File: config.mk
export PLATFORM = sky130hd
export DESIGN_NAME = alu_divider_flat
export DESIGN_NICKNAME = d
export VERILOG_FILES = /design/src/rtl/alu_pkg.sv /design/src/rtl/alu_divider_if.sv /design/src/rtl/alu_div_step.sv /design/src/rtl/alu_divider.sv /design/src/flat_wrapper.sv
export SDC_FILE = /design/constraint.sdc
export NUM_CORES = 1
export LEC_CHECK = 0
export ABC_CLOCK_PERIOD_IN_PS = 3300
export CORE_MARGIN = 3
export CORE_UTILIZATION = 30
export DETAILED_ROUTE_END_ITERATION = 7
export GPL_TIMING_DRIVEN = 0
export PLACE_DENSITY_LB_ADDON = 0.3
export SYNTH_ARGS = -nofsm -noshare
export SYNTH_HDL_FRONTEND = slang
export SYNTH_SLANG_ARGS = --single-unit
File: constraint.sdc
create_clock -name clk -period 3.3 [get_ports clk]
set_input_delay 0.495 -clock clk [delete_from_list [all_inputs] [get_ports clk]]
set_output_delay 0.495 -clock clk [all_outputs]
set_load 0.1 [all_outputs]
File: src/rtl/alu_pkg.sv
// alu_pkg: shared types and helpers for the sequential ALU divider
package alu_pkg;

   typedef enum logic [1:0] {IDLE, CALC, FIX} div_state_t;

   // widest operand the two's-complement helper handles
   localparam int MAXW = 64;

   function automatic int cnt_width(input int w);
      return $clog2(w + 1);
   endfunction

   // conditional negate; callers truncate to their own width, which keeps abs/neg exact mod 2^WIDTH
   function automatic logic [MAXW-1:0] cond_neg(input logic [MAXW-1:0] x, input logic n);
      return n ? -x : x;
   endfunction

endpackage

File: src/rtl/alu_divider_if.sv
// alu_divider_if: request/response bundle between the ALU controller and the divider
interface alu_divider_if #(
   parameter int WIDTH = 8
);
   logic             start;
   logic             is_signed;
   logic             abort;
   logic [WIDTH-1:0] a;
   logic [WIDTH-1:0] b;
   logic             ready;
   logic             out_valid;
   logic [WIDTH-1:0] quotient;
   logic [WIDTH-1:0] remainder;
   logic             div_by_zero;
   logic             overflow;

   modport master (
      output start, is_signed, abort, a, b,
      input  ready, out_valid, quotient, remainder, div_by_zero, overflow
   );

   modport slave (
      input  start, is_signed, abort, a, b,
      output ready, out_valid, quotient, remainder, div_by_zero, overflow
   );
endinterface

File: src/rtl/alu_div_step.sv
// alu_div_step: one combinational restoring-division step on {R,Q} against divisor M
module alu_div_step #(
   parameter int WIDTH = 8
) (
   input  logic [WIDTH:0]   r,
   input  logic [WIDTH-1:0] q,
   input  logic [WIDTH-1:0] m,
   output logic [WIDTH:0]   r_next,
   output logic [WIDTH-1:0] q_next
);
   logic [WIDTH:0] sh;
   logic [WIDTH:0] trial;

   // shift in the next dividend bit, keep the trial difference only when it stays non-negative
   always_comb begin
      sh     = (r << 1) | {{WIDTH{1'b0}}, q[WIDTH-1]};
      trial  = sh - {1'b0, m};
      r_next = trial[WIDTH] ? sh : trial;
      q_next = {q[WIDTH-2:0], ~trial[WIDTH]};
   end
endmodule

File: src/rtl/alu_divider.sv
// alu_divider: sequential signed/unsigned divider, one restoring step per clock
module alu_divider
   import alu_pkg::*;
#(
   parameter int WIDTH = 8
) (
   input logic          clk,
   input logic          reset_n,
   alu_divider_if.slave bus
);
   localparam int CW = cnt_width(WIDTH);
   localparam logic [WIDTH-1:0] MIN = {1'b1, {(WIDTH-1){1'b0}}};

   div_state_t       state;
   logic [CW-1:0]    cnt;
   logic             sa, sb, dz, ov;
   logic [WIDTH-1:0] q, m, a_l, q_n;
   logic [WIDTH:0]   r, r_n;
   logic             sgn_a, sgn_b, dz_c, ov_c;

   assign sgn_a = bus.is_signed & bus.a[WIDTH-1];
   assign sgn_b = bus.is_signed & bus.b[WIDTH-1];
   assign dz_c  = bus.b == '0;
   assign ov_c  = bus.is_signed && bus.a == MIN && bus.b == '1;

   alu_div_step #(.WIDTH(WIDTH)) u_step (
      .r      (r),
      .q      (q),
      .m      (m),
      .r_next (r_n),
      .q_next (q_n)
   );

   // control FSM, datapath registers and registered result outputs
   always_ff @(posedge clk or negedge reset_n) begin
      if (!reset_n) begin
         state           <= IDLE;
         cnt             <= '0;
         sa              <= 1'b0;
         sb              <= 1'b0;
         dz              <= 1'b0;
         ov              <= 1'b0;
         q               <= '0;
         m               <= '0;
         a_l             <= '0;
         r               <= '0;
         bus.ready       <= 1'b1;
         bus.out_valid   <= 1'b0;
         bus.quotient    <= '0;
         bus.remainder   <= '0;
         bus.div_by_zero <= 1'b0;
         bus.overflow    <= 1'b0;
      end else begin
         bus.out_valid <= 1'b0;
         if (state != IDLE && bus.abort) begin
            state     <= IDLE;
            bus.ready <= 1'b1;
         end else begin
            case (state)
               IDLE: if (bus.start) begin
                  sa        <= sgn_a;
                  sb        <= sgn_b;
                  q         <= WIDTH'(cond_neg(MAXW'(bus.a), sgn_a));
                  m         <= WIDTH'(cond_neg(MAXW'(bus.b), sgn_b));
                  a_l       <= bus.a;
                  r         <= '0;
                  cnt       <= '0;
                  dz        <= dz_c;
                  ov        <= ov_c;
                  bus.ready <= 1'b0;
                  state     <= (dz_c || ov_c) ? FIX : CALC;
               end
               CALC: begin
                  r   <= r_n;
                  q   <= q_n;
                  cnt <= cnt + 1'b1;
                  if (cnt == CW'(WIDTH - 1)) state <= FIX;
               end
               FIX: if (bus.out_valid) begin
                  state     <= IDLE;
                  bus.ready <= 1'b1;
               end else begin
                  bus.out_valid   <= 1'b1;
                  bus.quotient    <= dz ? '1 : ov ? MIN : WIDTH'(cond_neg(MAXW'(q), sa ^ sb));
                  bus.remainder   <= dz ? a_l : ov ? '0 : WIDTH'(cond_neg(MAXW'(r[WIDTH-1:0]), sa));
                  bus.div_by_zero <= dz;
                  bus.overflow    <= ov;
               end
               default: state <= IDLE;
            endcase
         end
      end
   end
endmodule

File: src/flat_wrapper.sv
// flat-port wrapper written by rule: the top's interface ports become plain ports
module alu_divider_flat import alu_pkg::*;
#(
   parameter int WIDTH = 8
)
  (clk, reset_n, bus_start, bus_is_signed, bus_abort, bus_a, bus_b, bus_ready, bus_out_valid, bus_quotient, bus_remainder, bus_div_by_zero, bus_overflow);
  alu_divider_if #(.WIDTH(WIDTH)) bus_i ();
  input logic clk;
  input logic reset_n;
  input wire logic [$bits(bus_i.start)-1:0] bus_start;
  input wire logic [$bits(bus_i.is_signed)-1:0] bus_is_signed;
  input wire logic [$bits(bus_i.abort)-1:0] bus_abort;
  input wire logic [$bits(bus_i.a)-1:0] bus_a;
  input wire logic [$bits(bus_i.b)-1:0] bus_b;
  output wire logic [$bits(bus_i.ready)-1:0] bus_ready;
  output wire logic [$bits(bus_i.out_valid)-1:0] bus_out_valid;
  output wire logic [$bits(bus_i.quotient)-1:0] bus_quotient;
  output wire logic [$bits(bus_i.remainder)-1:0] bus_remainder;
  output wire logic [$bits(bus_i.div_by_zero)-1:0] bus_div_by_zero;
  output wire logic [$bits(bus_i.overflow)-1:0] bus_overflow;
  assign bus_i.start = bus_start;
  assign bus_i.is_signed = bus_is_signed;
  assign bus_i.abort = bus_abort;
  assign bus_i.a = bus_a;
  assign bus_i.b = bus_b;
  assign bus_ready = bus_i.ready;
  assign bus_out_valid = bus_i.out_valid;
  assign bus_quotient = bus_i.quotient;
  assign bus_remainder = bus_i.remainder;
  assign bus_div_by_zero = bus_i.div_by_zero;
  assign bus_overflow = bus_i.overflow;
  alu_divider #(.WIDTH(WIDTH)) u_core (.clk(clk), .reset_n(reset_n), .bus(bus_i));
endmodule
* After elaboration in Yosys (flattened, before gate mapping) *
Cells that the tools add are included.

word-level totals
  input port bits = 21
  flip-flop bits (word level) = 62
  word-level logic and storage cells = 80
  output and inout bits = 20

operators by class
  reduce and logical (&&, ||, !) cells = 14
  bitwise logic cells = 7
  muxes and demuxes = 28
  add/sub/neg operators = 6
  equality and inequality tests = 9

operator list
  kind                   count
  $mux W8                11
  $neg A8 Y8             4
  $pmux W8 S2            2
  $eq A8 B8 Y1 const B   2
  $reduce_and A3 Y1      5
  $mux W2                5
  $or A9 B1 Y9           1
  $sub A9 B8 Y9          1
  $logic_not A8 Y1       1
  $pmux W4 S2            1
  $mux W1                6
  $ne A3 B1 Y1 const B   2
  $pmux W2 S3            1
  $add A4 B1 Y4 const B  1
  $eq A4 B3 Y1 const B   1
  $mux W4                1
  $reduce_bool A2 Y1     2
  $logic_and A1 B1 Y1    3
  $ne A3 B2 Y1 const B   1
  $not A1 Y1             3
  $reduce_bool A3 Y1     1
  $and A1 B1 Y1          2
  $eq A2 B1 Y1 const B   1
  $eq A2 B2 Y1 const B   1
  5 further kinds        5

* Depth between registers and ports, before layout *
Gate-level depths: netlist of the first run.

  depth after elaboration = 8
  mapped depth = 10
  depth with buffers taken out = 9

* By module *
From an unflattened synthesis of the first run, not the netlist that was laid out.

unflattened totals
  cells, all modules = 417
  area total of the unflattened synthesis = 3,737.3 um^2

modules (own cells, without submodules)
  module        times used  area each (um^2)  seq. area each (um^2)  cells an instance
  alu_divider   1           3,171.8           1,577.8                338
  alu_div_step  1           565.5             0.0                    79

* Worst setup path after synthesis of the first run *
Ideal clock, no wire load.

  path kind = reg-to-reg
  start = reg u_core.q[7]
  end = reg u_core.r[1]
  slack = 0.936 ns
  stages on the path, launching flop included = 11
  data required time = 3.166 ns
  path buffers = 1
  arrival time = 2.229 ns
  setup time = 0.134 ns
  clock period less this slack = 2.364 ns
  cells stage by stage = dfrtp_1 -> inv_1 -> ha_1 -> inv_1 -> fa_1 -> a211oi_4 -> o211ai_2 -> a221oi_4 -> buf_6 -> mux2i_1 -> o22ai_1

on the way
  word-level cells in the longest chain between the ends = 4

ends and longest elaborated chain
  item                    line                RTL
  from (decl)             alu_divider.sv:17   logic [WIDTH-1:0] q, m, a_l, q_n;
  from (signal assigned)  alu_divider.sv:63   q <= WIDTH'(cond_neg(MAXW'(bus.a), sgn_a));
  from (signal assigned)  alu_divider.sv:75   q <= q_n;
  $or A9 B1 Y9            alu_div_step.sv:16  sh = (r << 1) | {{WIDTH{1'b0}}, q[WIDTH-1]};
  $sub A9 B8 Y9           alu_div_step.sv:17  trial = sh - {1'b0, m};
  $mux W8                 alu_div_step.sv:18  r_next = trial[WIDTH] ? sh : trial;
  $pmux W8 S2             alu_divider.sv:59   case (state)
  to (signal assigned)    alu_divider.sv:74   r <= r_n;
  to (decl)               alu_divider.sv:18   logic [WIDTH:0] r, r_n;

No other way between the ends.
A chain may end at the register's enable or synchronous reset.

* Worst setup path after layout of the first run *
  start = reg u_core.q[7]
  end = reg u_core.r[5]

Same word-level chain as after synthesis.

==> flow_summary.json, run 1 <==
{
  "fmax_mhz": 366,
  "holdWs_ns": 0.135,
  "irDropWorstVdd_mv": 0.301,
  "h-tree-depth": 3,
  "critical_path_required_ns": 3.50,
  "synthTopCellsByArea": "dfrtp_1, nand2_1, a21oi_1",
  "ioPinCount": 41,
  "path_class": "register to register",
  "antenna_cells": 0,
  "endpoint_kind": "register",
  "wl_per_cell_um": 15.1,
  "die_x_um": 117,
  "grt_max_degree": 41,
  "outcome": "finished clean",
  "synthXorXnorAreaFrac_pct": 6.43,
  "gp_congestion": 0.856,
  "core_area_um2": 11700,
  "first_pass_iters": 5,
  "grt.overflow.total": 0,
  "cpMaxStageDelayCell": "fa_1",
  "row_count": 39,
  "fin_worst_skew_ns": 0.00813,
  "antenna_left": 0,
  "insertion_delay_ns": 0.33,
  "synth_top_family_by_area": "compound AO/OA/AOI/OAI gates",
  "hpwl_um": 7200,
  "ys.flop_type": "dfrtp_1",
  "p_leak_nw": 1.94,
  "cts_buffer_depth": 2,
  "cp_cell_sequence": "inv_1, ha_1, inv_1, fa_1, a211oi_4, o211ai_2, a221oi_4, buf_6, a2bb2oi_1, o21ai_1",
  "holdBufCountCts": 0,
  "seq_area_frac_synth_pct": 42.2,
  "crit_buf_inv": 3,
  "vias": 3133,
  "drt-initial-drc-count": 202,
  "drt_wl_total_um": 9240,
  "start_kind": "register",
  "cp_data_arrival_time_ns": 2.93,
  "fin_crit_sh_pct": 82.8,
  "crit_family": "compound AO/OA/AOI/OAI gates",
  "yosys.area.top_type": "dfrtp_1",
  "relSlewSlack_pct": 34.7,
  "rsz0062_at_grt": "false",
  "syn_area_um2": 3680,
  "place_inst": 597,
  "synthAdderAreaFrac_pct": 5.30,
  "async_flop_share_pct": 100,
  "finalSetupViolCount": 0,
  "final_cell_count_no_fill": 613,
  "synthSimpleGateAreaFrac_pct": 17.6,
  "synth_cell_types": 56,
  "clkSinkCount": 62,
  "ys_warn_count": 0,
  "drcViolationCount": 0,
  "cellPowerDensity_nw_per_um2": 1200,
  "track_usage_pct": 14.4,
  "cts.reportedPaths.clkPinSlew_ns": 0.06,
  "synth_top_cell_area_share_pct": 41.5,
  "synth_nets": 449,
  "port_buffers": 40,
  "routed_via_density": 5.11,
  "area_growth_pct": 24.7,
  "synth-edff-count": 0,
  "synth-seq-cells": 62,
  "clockRootBuffer": "clkbuf_16",
  "crit_fanout": 10,
  "tightest_slew_ns": 0.977,
  "antenna_found_initial": 0,
  "hold_violations": 0,
  "syn_inst": 413,
  "cts_buffers": 9,
  "cp_slowest_stage_delay_ns": 0.43,
  "die_h_um": 117,
  "cts_tree": "built",
  "start_util_pct": 31.4,
  "cap_violations": 0,
  "post-cts-setup-buffers": 0,
  "fin_crit_ns": 2.73,
  "avgSynthCellArea_um2": 8.91,
  "synth.most_common_cell": "nand2_1",
  "muxShareOfSynthArea_pct": 3.98,
  "crit_top_cell": "inv_1",
  "grt_pass1_vias": 3006,
  "fin_nets": 501,
  "drive_gt1_share_pct": 7.23,
  "grt_pass1_wl_um": 15400,
  "hold_class": "primary input to async pin",
  "finalMaxSlewViolations": 0,
  "ctsResizeCount": 0,
  "die-area_um2": 13600,
  "synth_commonest_cells": "nand2_1, dfrtp_1, nor2_1, a21oi_1, o21ai_0",
  "synth-compound-area-share_pct": 20.3
}
## worst register-to-register path, cell delays in order (launching register included)
cell and delay (ns):
dfrtp_1 0.42, inv_1 0.12, ha_1 0.18, inv_1 0.06, fa_1 0.43, a211oi_4 0.33
o211ai_2 0.15, a221oi_4 0.43, buf_6 0.21, a2bb2oi_1 0.19, o21ai_1 0.09
## worst paths after layout
| check | endpoint | from | cells past startpoint | slack [ns] |
|---|---|---|---|---|
| setup reg to reg | u_core.r[5] | u_core.q[7] | 10 | 0.57 |
| hold reg to reg | u_core.m[3] | u_core.m[3] | 2 | 0.48 |
| max in group asynchronous | u_core.bus.ready | reset_n | 2 | 2.51 |
| setup / recovery | u_core.r[5] | u_core.q[7] | 10 | 0.57 |
| hold / removal | u_core.bus.quotient[2] | reset_n | 1 | 0.13 |
| min in group clk | u_core.m[3] | u_core.m[3] | 2 | 0.48 |
## flip-flops by register name, indices dropped and copies added (netlist names), 2 cells and up
signal                count
u_core.a_l                8
u_core.bus.quotient       8
u_core.bus.remainder      8
u_core.cnt                4
u_core.m                  8
u_core.q                  8
u_core.r                  8
u_core.state              2
## per-layer routing
metal	part of all wire [%]	wire length [um]	track usage [%]
met1	47	4350	20.4
met5	0	0	0
met2	45	4130	21.7
met3	6.5	599	4.20
met4	1.7	153	3.82
## metrics by stage
stage	setup slack, ns	setup TNS [ns]	power (mW)	util (%)	area, um2
final	0.569	0	5.51	39.2	4590
after floorplan	0.936	0	3.78	-	3680
after detailed placement	0.412	0	4.53	36.5	4270
after CTS	0.581	0	5.54	39.2	4590
after global placement	-0.241	-14.35	4.47	36.4	4260
after global routing	0.390	0	5.92	39.2	4590
## kinds of logic after synthesis
group	after synthesis
AOI/OAI and AO/OA	114
buffers and inverters	39
adders and majority gates	15
DFF	62
muxes	14
and+or+nand+nor	142
xor gates and xnor gates	27
## power by group
part	switching, mW	internal, mW
Sequential	0.269	1.09
Clock	0.338	0.659
Combinational	2.07	1.09
Total	2.67	2.83
## placed cells by master, fill, tap and decap left out, types with 3 or more instances in the layout
| cell type | Yosys | layout |
|---|---|---|
| nand2_1 | 63 | 63 |
| dfrtp_1 | 61 | 61 |
| clkdlybuf4s50_1 | 0 | 39 |
| nor2_1 | 37 | 37 |
| a21oi_1 | 35 | 35 |
| o21ai_0 | 24 | 24 |
| inv_1 | 20 | 20 |
| clkbuf_1 | 17 | 18 |
| xnor2_1 | 15 | 15 |
| ha_1 | 14 | 14 |
| xor2_1 | 12 | 12 |
| nand2b_1 | 10 | 10 |
| mux2i_1 | 9 | 9 |
| clkbuf_16 | 0 | 9 |
| o21ai_1 | 8 | 8 |
| nand3_1 | 7 | 7 |
| nor3_1 | 6 | 6 |
| mux2_2 | 5 | 5 |
| a22oi_1 | 5 | 5 |
| a211oi_1 | 4 | 4 |
| o311ai_1 | 4 | 4 |
| o21a_1 | 4 | 4 |
| nand4_1 | 3 | 3 |
| or3_1 | 3 | 3 |
| a21boi_0 | 3 | 3 |
| a31oi_1 | 3 | 3 |
## area by class of cell
type / count / area [um2]
clock buffer: 10 / 229
inverter: 20 / 75.1
sequential: 62 / 1550
timing repair buffer: 41 / 415
buffer: 19 / 80.1
clock inverter: 6 / 86.3
multi-input combinational: 312 / 1970
fill: 1190 / 7120
tap: 143 / 179
(Power assumes the default switching activity.)
==> run 2: changes to the inputs <==
--- a/config.mk
+++ b/config.mk
@@ -5,7 +5,7 @@
 export SDC_FILE = /design/constraint.sdc
 export NUM_CORES = 1
 export LEC_CHECK = 0
-export ABC_CLOCK_PERIOD_IN_PS = 3300
+export ABC_CLOCK_PERIOD_IN_PS = 2370
 export CORE_MARGIN = 3
 export CORE_UTILIZATION = 30
 export DETAILED_ROUTE_END_ITERATION = 7
==> constraint.sdc (replaced) <==
create_clock -name clk -period 2.37 [get_ports clk]
set_input_delay 0.3555 -clock clk [delete_from_list [all_inputs] [get_ports clk]]
set_output_delay 0.3555 -clock clk [all_outputs]
set_load 0.1 [all_outputs]
==> flow_summary.json, run 2 (same netlist as run 1, synthesis figures left out) <==
{
  "outcome": "finished, violations left",
  "violations": "hold timing, setup timing",
  "row_count": 39,
  "fin_crit_ns": 2.39,
  "cp_cell_sequence": "inv_2, ha_4, inv_2, fa_2, a211oi_4, o211ai_2, a221oi_4, buf_4, buf_6, nand3_2, o311ai_1",
  "start_util_pct": 31.4,
  "vias": 3237,
  "die_h_um": 117,
  "rsz0062_at_grt": "true",
  "postPlaceCellArea_um2": 4270,
  "cp_slowest_stage_delay_ns": 0.39,
  "drt_wl_total_um": 9610,
  "drcViolationCount": 0,
  "endpoint_kind": "register",
  "cts.reportedPaths.clkPinSlew_ns": 0.06,
  "path_class": "register to register",
  "drive_gt1_share_pct": 11.2,
  "tightest_slew_ns": 0.971,
  "hold_violations": 9,
  "irDropWorstVdd_mv": 0.430,
  "cellPowerDensity_nw_per_um2": 1700,
  "r2r_end": "u_core.r[2]",
  "die-area_um2": 13600,
  "finalMaxSlewViolations": 0,
  "cts_tree": "built",
  "ioPinCount": 41,
  "cpMaxStageDelayCell": "dfrtp_1",
  "mostFrequentLayoutCells": "nand2_1, dfrtp_1, clkdlybuf4s50_1",
  "area_growth_pct": 28.3,
  "cts_buffer_depth": 2,
  "layout_commonest_cell": "nand2_1",
  "setup_slack_ns": -0.0156,
  "start_kind": "register",
  "first_pass_iters": 5,
  "p_leak_nw": 1.99,
  "h-tree-depth": 3,
  "crit_fanout": 5,
  "die_x_um": 117,
  "holdBufCountCts": 0,
  "grt.overflow.total": 0,
  "port_buffers": 40,
  "netSwitchingFraction_pct": 48.2,
  "r2r_slack_ns": -0.02,
  "hpwl_um": 7200,
  "fin_worst_skew_ns": 0.00654,
  "grt_pass1_wl_um": 15900,
  "setup_tns_ns": -0.0407,
  "grt_max_degree": 41,
  "routed_via_density": 5.19,
  "antenna_left": 0,
  "holdWs_ns": -0.00289,
  "drt-initial-drc-count": 246,
  "fin_crit_sh_pct": 101,
  "gp_congestion": 0.856,
  "cp_data_arrival_time_ns": 2.60,
  "core_area_um2": 11700,
  "insertion_delay_ns": 0.33,
  "antenna_found_initial": 0,
  "critical_path_required_ns": 2.59,
  "wl_per_cell_um": 15.4,
  "hold_class": "primary input to async pin",
  "crit_top_cell": "inv_2",
  "final_cell_area_um2": 4720,
  "p_total_mw": 8.03,
  "multi_input_area_um2": 2020,
  "share_comb_of_total_power_pct": 59.0,
  "r2r-start": "u_core.q[7]",
  "relSlewSlack_pct": 35.1,
  "clockRootBuffer": "clkbuf_16",
  "finalSetupViolCount": 5,
  "cap_violations": 0,
  "worst-r2r-cell-count": 11,
  "grt_pass1_vias": 3086,
  "cts_buffers": 9,
  "crit_family": "compound AO/OA/AOI/OAI gates",
  "fmax_mhz": 419,
  "p_seq_share_pct": 23.7,
  "p_int_mw": 4.16,
  "clkPwrFrac_pct": 17.3,
  "ff_latch_area_um2": 1550,
  "fin_nets": 512,
  "nFillCells": 1186,
  "antenna_cells": 0,
  "power.net_switching_mw": 3.87,
  "track_usage_pct": 14.9,
  "crit_buf_inv": 4,
  "clkSinkCount": 62
}
run 2: worst max path at each step:
stage,start,cells past startpoint,slack (ns),to
6_report,u_core.q[7],11,-0.02,u_core.r[2]
3_5_place_dp,bus_abort,5,-0.38,u_core.bus.remainder[6]
5_1_grt,u_core.q[7],10,-0.13,u_core.r[4]
4_1_cts,u_core.q[7],10,-0.07,u_core.r[4]
3_3_place_gp,reset_n,1,-1.03,u_core.m[7]
2_1_floorplan,u_core.q[7],10,0.006,u_core.r[1]
run 2: area by class of cell:
class,instances,share of cell area [%]
Tap cell,143,3.79
Timing Repair Buffer,52,10.7
Clock inverter,6,1.83
Multi-Input combinational cell,312,42.7
Sequential cell,62,32.9
Clock buffer,10,4.85
Inverter,20,1.59
Buffer,19,1.70
run 2: timing repair:
item / 4_1_cts / 5_1_grt
gates cloned: 1 / 0
endpoints found under the setup margin: 12 / 9
resized for setup: 8 / 7
buffers inserted: 8 / 2
pin swaps: 5 / 9
run 2: power by group through the flow:
stage | logic, mW | registers, mW | clock network, mW
2_1_floorplan | 2.36 | 2.91 | 0
3_3_place_gp | 4.34 | 1.89 | 0
3_5_place_dp | 4.40 | 1.90 | 0
4_1_cts | 4.61 | 1.89 | 1.41
5_1_grt | 5.17 | 1.96 | 1.46
6_report | 4.74 | 1.90 | 1.39
run 2: metal layers:
metal	vias up	GRT usage, %	wire length, um
met5	-	0	0
met4	0	4.05	139
met3	13	4.20	487
met2	87	22.5	4400
met1	1565	20.8	4590
li1	1572	-	-
run 2: metrics by stage:
stage	std cells	worst slack (ns)	hold slack (ns)	utilization [%]
6_report	624	-0.0156	-0.00289	40.3
5_1_grt	624	-0.130	0.0292	40.3
4_1_cts	622	-0.0725	0.0126	40.0
3_5_place_dp	597	-0.379	0.368	36.5
3_3_place_gp	596	-1.03	0.468	36.4
2_1_floorplan	413	0.00619	0.0599	-
==> run 3: changes to the inputs <==
--- a/config.mk
+++ b/config.mk
@@ -8,8 +8,10 @@
 export ABC_CLOCK_PERIOD_IN_PS = 2370
 export CORE_MARGIN = 3
 export CORE_UTILIZATION = 30
+export CTS_CLUSTER_SIZE = 20
 export DETAILED_ROUTE_END_ITERATION = 7
 export GPL_TIMING_DRIVEN = 0
+export HOLD_SLACK_MARGIN = 0.15
 export PLACE_DENSITY_LB_ADDON = 0.3
 export SYNTH_ARGS = -nofsm -noshare
 export SYNTH_HDL_FRONTEND = slang
==> flow_summary.json, run 3 (same netlist as run 1, synthesis figures left out) <==
{
  "gp_congestion": 0.856,
  "cts.reportedPaths.clkPinSlew_ns": 0.05,
  "p_seq_share_pct": 23.6,
  "fin_worst_skew_ns": 0.00546,
  "critical_path_required_ns": 2.57,
  "antenna_cells": 0,
  "cellPowerDensity_nw_per_um2": 1700,
  "finalSetupViolCount": 3,
  "clkPwrFrac_pct": 17.3,
  "irDropWorstVdd_mv": 0.431,
  "r2r_end": "u_core.r[5]",
  "start_util_pct": 31.4,
  "rsz0062_at_grt": "true",
  "outcome": "finished, violations left",
  "vias": 3256,
  "antenna_left": 0,
  "fin_nets": 513,
  "drt_wl_total_um": 9600,
  "whs_path_depth": 2,
  "p_int_mw": 4.16,
  "die-area_um2": 13600,
  "h-tree-depth": 3,
  "setup_slack_ns": -0.0109,
  "cts_buffer_depth": 2,
  "drcViolationCount": 0,
  "first_pass_iters": 5,
  "relSlewSlack_pct": 35.1,
  "ioPinCount": 41,
  "drt-initial-drc-count": 250,
  "cap_violations": 0,
  "final_cell_count_no_fill": 625,
  "fin_crit_ns": 2.38,
  "antenna_found_initial": 0,
  "grt_pass1_vias": 3086,
  "netSwitchingFraction_pct": 48.2,
  "row_count": 39,
  "share_comb_of_total_power_pct": 59.0,
  "power.net_switching_mw": 3.87,
  "p_total_mw": 8.02,
  "core_area_um2": 11700,
  "crit_fanout": 5,
  "worst-r2r-cell-count": 10,
  "finalMaxSlewViolations": 0,
  "violations": "setup timing",
  "track_usage_pct": 14.9,
  "drive_gt1_share_pct": 11.2,
  "fin_crit_sh_pct": 100,
  "area_growth_pct": 28.6,
  "clockRootBuffer": "clkbuf_16",
  "hpwl_um": 7200,
  "r2r_slack_ns": -0.01,
  "grt.overflow.total": 0,
  "hold_start": "u_core.m[2]",
  "endpoint_kind": "register",
  "tightest_slew_ns": 0.971,
  "cts_buffers": 9,
  "die_h_um": 117,
  "hold_violations": 0,
  "p_leak_nw": 2.00,
  "grt_pass1_wl_um": 15900,
  "layout_commonest_cell": "nand2_1",
  "wl_per_cell_um": 15.4,
  "port_buffers": 40,
  "grt_max_degree": 41,
  "start_kind": "register",
  "r2r-start": "u_core.q[7]",
  "mostFrequentLayoutCells": "nand2_1, dfrtp_1, clkdlybuf4s50_1",
  "insertion_delay_ns": 0.33,
  "die_x_um": 117,
  "utilization_pct": 40.4,
  "cp_data_arrival_time_ns": 2.58,
  "path_class": "register to register",
  "clkSinkCount": 62,
  "cts_tree": "built",
  "worstHoldEndpoint": "u_core.m[2]",
  "routed_via_density": 5.21,
  "hold_class": "register to register",
  "fmax_mhz": 420,
  "place_inst": 597
}
==> run 3: changes by cell type in the layout (fill, tap and decap cells not counted) <==
cell           before  now
dlygate4sd3_1       0    1
==> run 3: cell type report <==
type                            instances  area, um2
Buffer                                 19       80.1
Clock buffer                           10        229
Clock inverter                          6       86.3
Fill cell                            1185       6980
Inverter                               20       75.1
Multi-Input combinational cell        312       2020
Sequential cell                        62       1550
Tap cell                              143        179
Timing Repair Buffer                   53        514
==> run 3: timing repair <==
item | CTS | global route
hold buffers | 1 | 0
setup buffers | 8 | 2
gates resized for setup | 8 | 7
endpoints found under the hold margin | 22 | 0
cloned | 1 | 0
setup endpoints to repair | 12 | 9
pin swaps | 5 | 9
==> run 3: how the worst max path moves through the flow <==
stage | from | endpoint | depth (start not counted)
global placement | reset_n | u_core.m[7] | 1
finish | u_core.q[7] | u_core.r[5] | 10
CTS | u_core.q[7] | u_core.r[4] | 10
floorplan | u_core.q[7] | u_core.r[1] | 10
global route | u_core.q[7] | u_core.r[4] | 10
detailed placement | bus_abort | u_core.bus.remainder[6] | 5
==> run 3: power by group through the flow <==
stage / registers (mW) / logic (mW) / clock network [mW]
floorplan: 2.91 / 2.36 / 0
global placement: 1.89 / 4.34 / 0
detailed placement: 1.90 / 4.40 / 0
CTS: 1.89 / 4.61 / 1.41
global route: 1.96 / 5.17 / 1.46
finish: 1.90 / 4.74 / 1.39
==> run 3: worst max-delay path, cell delays in order (launching register included) <==
cell	delay (ns)
dfrtp_1	0.39
inv_2	0.08
ha_4	0.13
inv_2	0.04
fa_2	0.35
a211oi_4	0.27
o211ai_2	0.14
a221oi_4	0.39
buf_6	0.18
a2bb2oi_1	0.18
o21ai_1	0.10
==> run 3: layer usage <==
layer / track usage (%) / part of all wire [%] / vias to the layer above
met5: 0 / 0 / -
met4: 4.05 / 1.4 / 0
met3: 4.20 / 5.8 / 12
met2: 22.5 / 46 / 97
met1: 20.8 / 47 / 1569
li1: - / - / 1578
==> run 3: metrics by stage <==
stage | TNS, ns | cell area, um2 | hold WS (ns) | worst slack (ns)
2_1_floorplan | 0 | 3680 | 0.0599 | 0.00619
3_3_place_gp | -67.04 | 4260 | 0.468 | -1.03
3_5_place_dp | -4.78 | 4270 | 0.368 | -0.379
4_1_cts | -0.372 | 4690 | 0.482 | -0.0725
5_1_grt | -0.899 | 4730 | 0.496 | -0.130
6_report | -0.0207 | 4730 | 0.477 | -0.0109
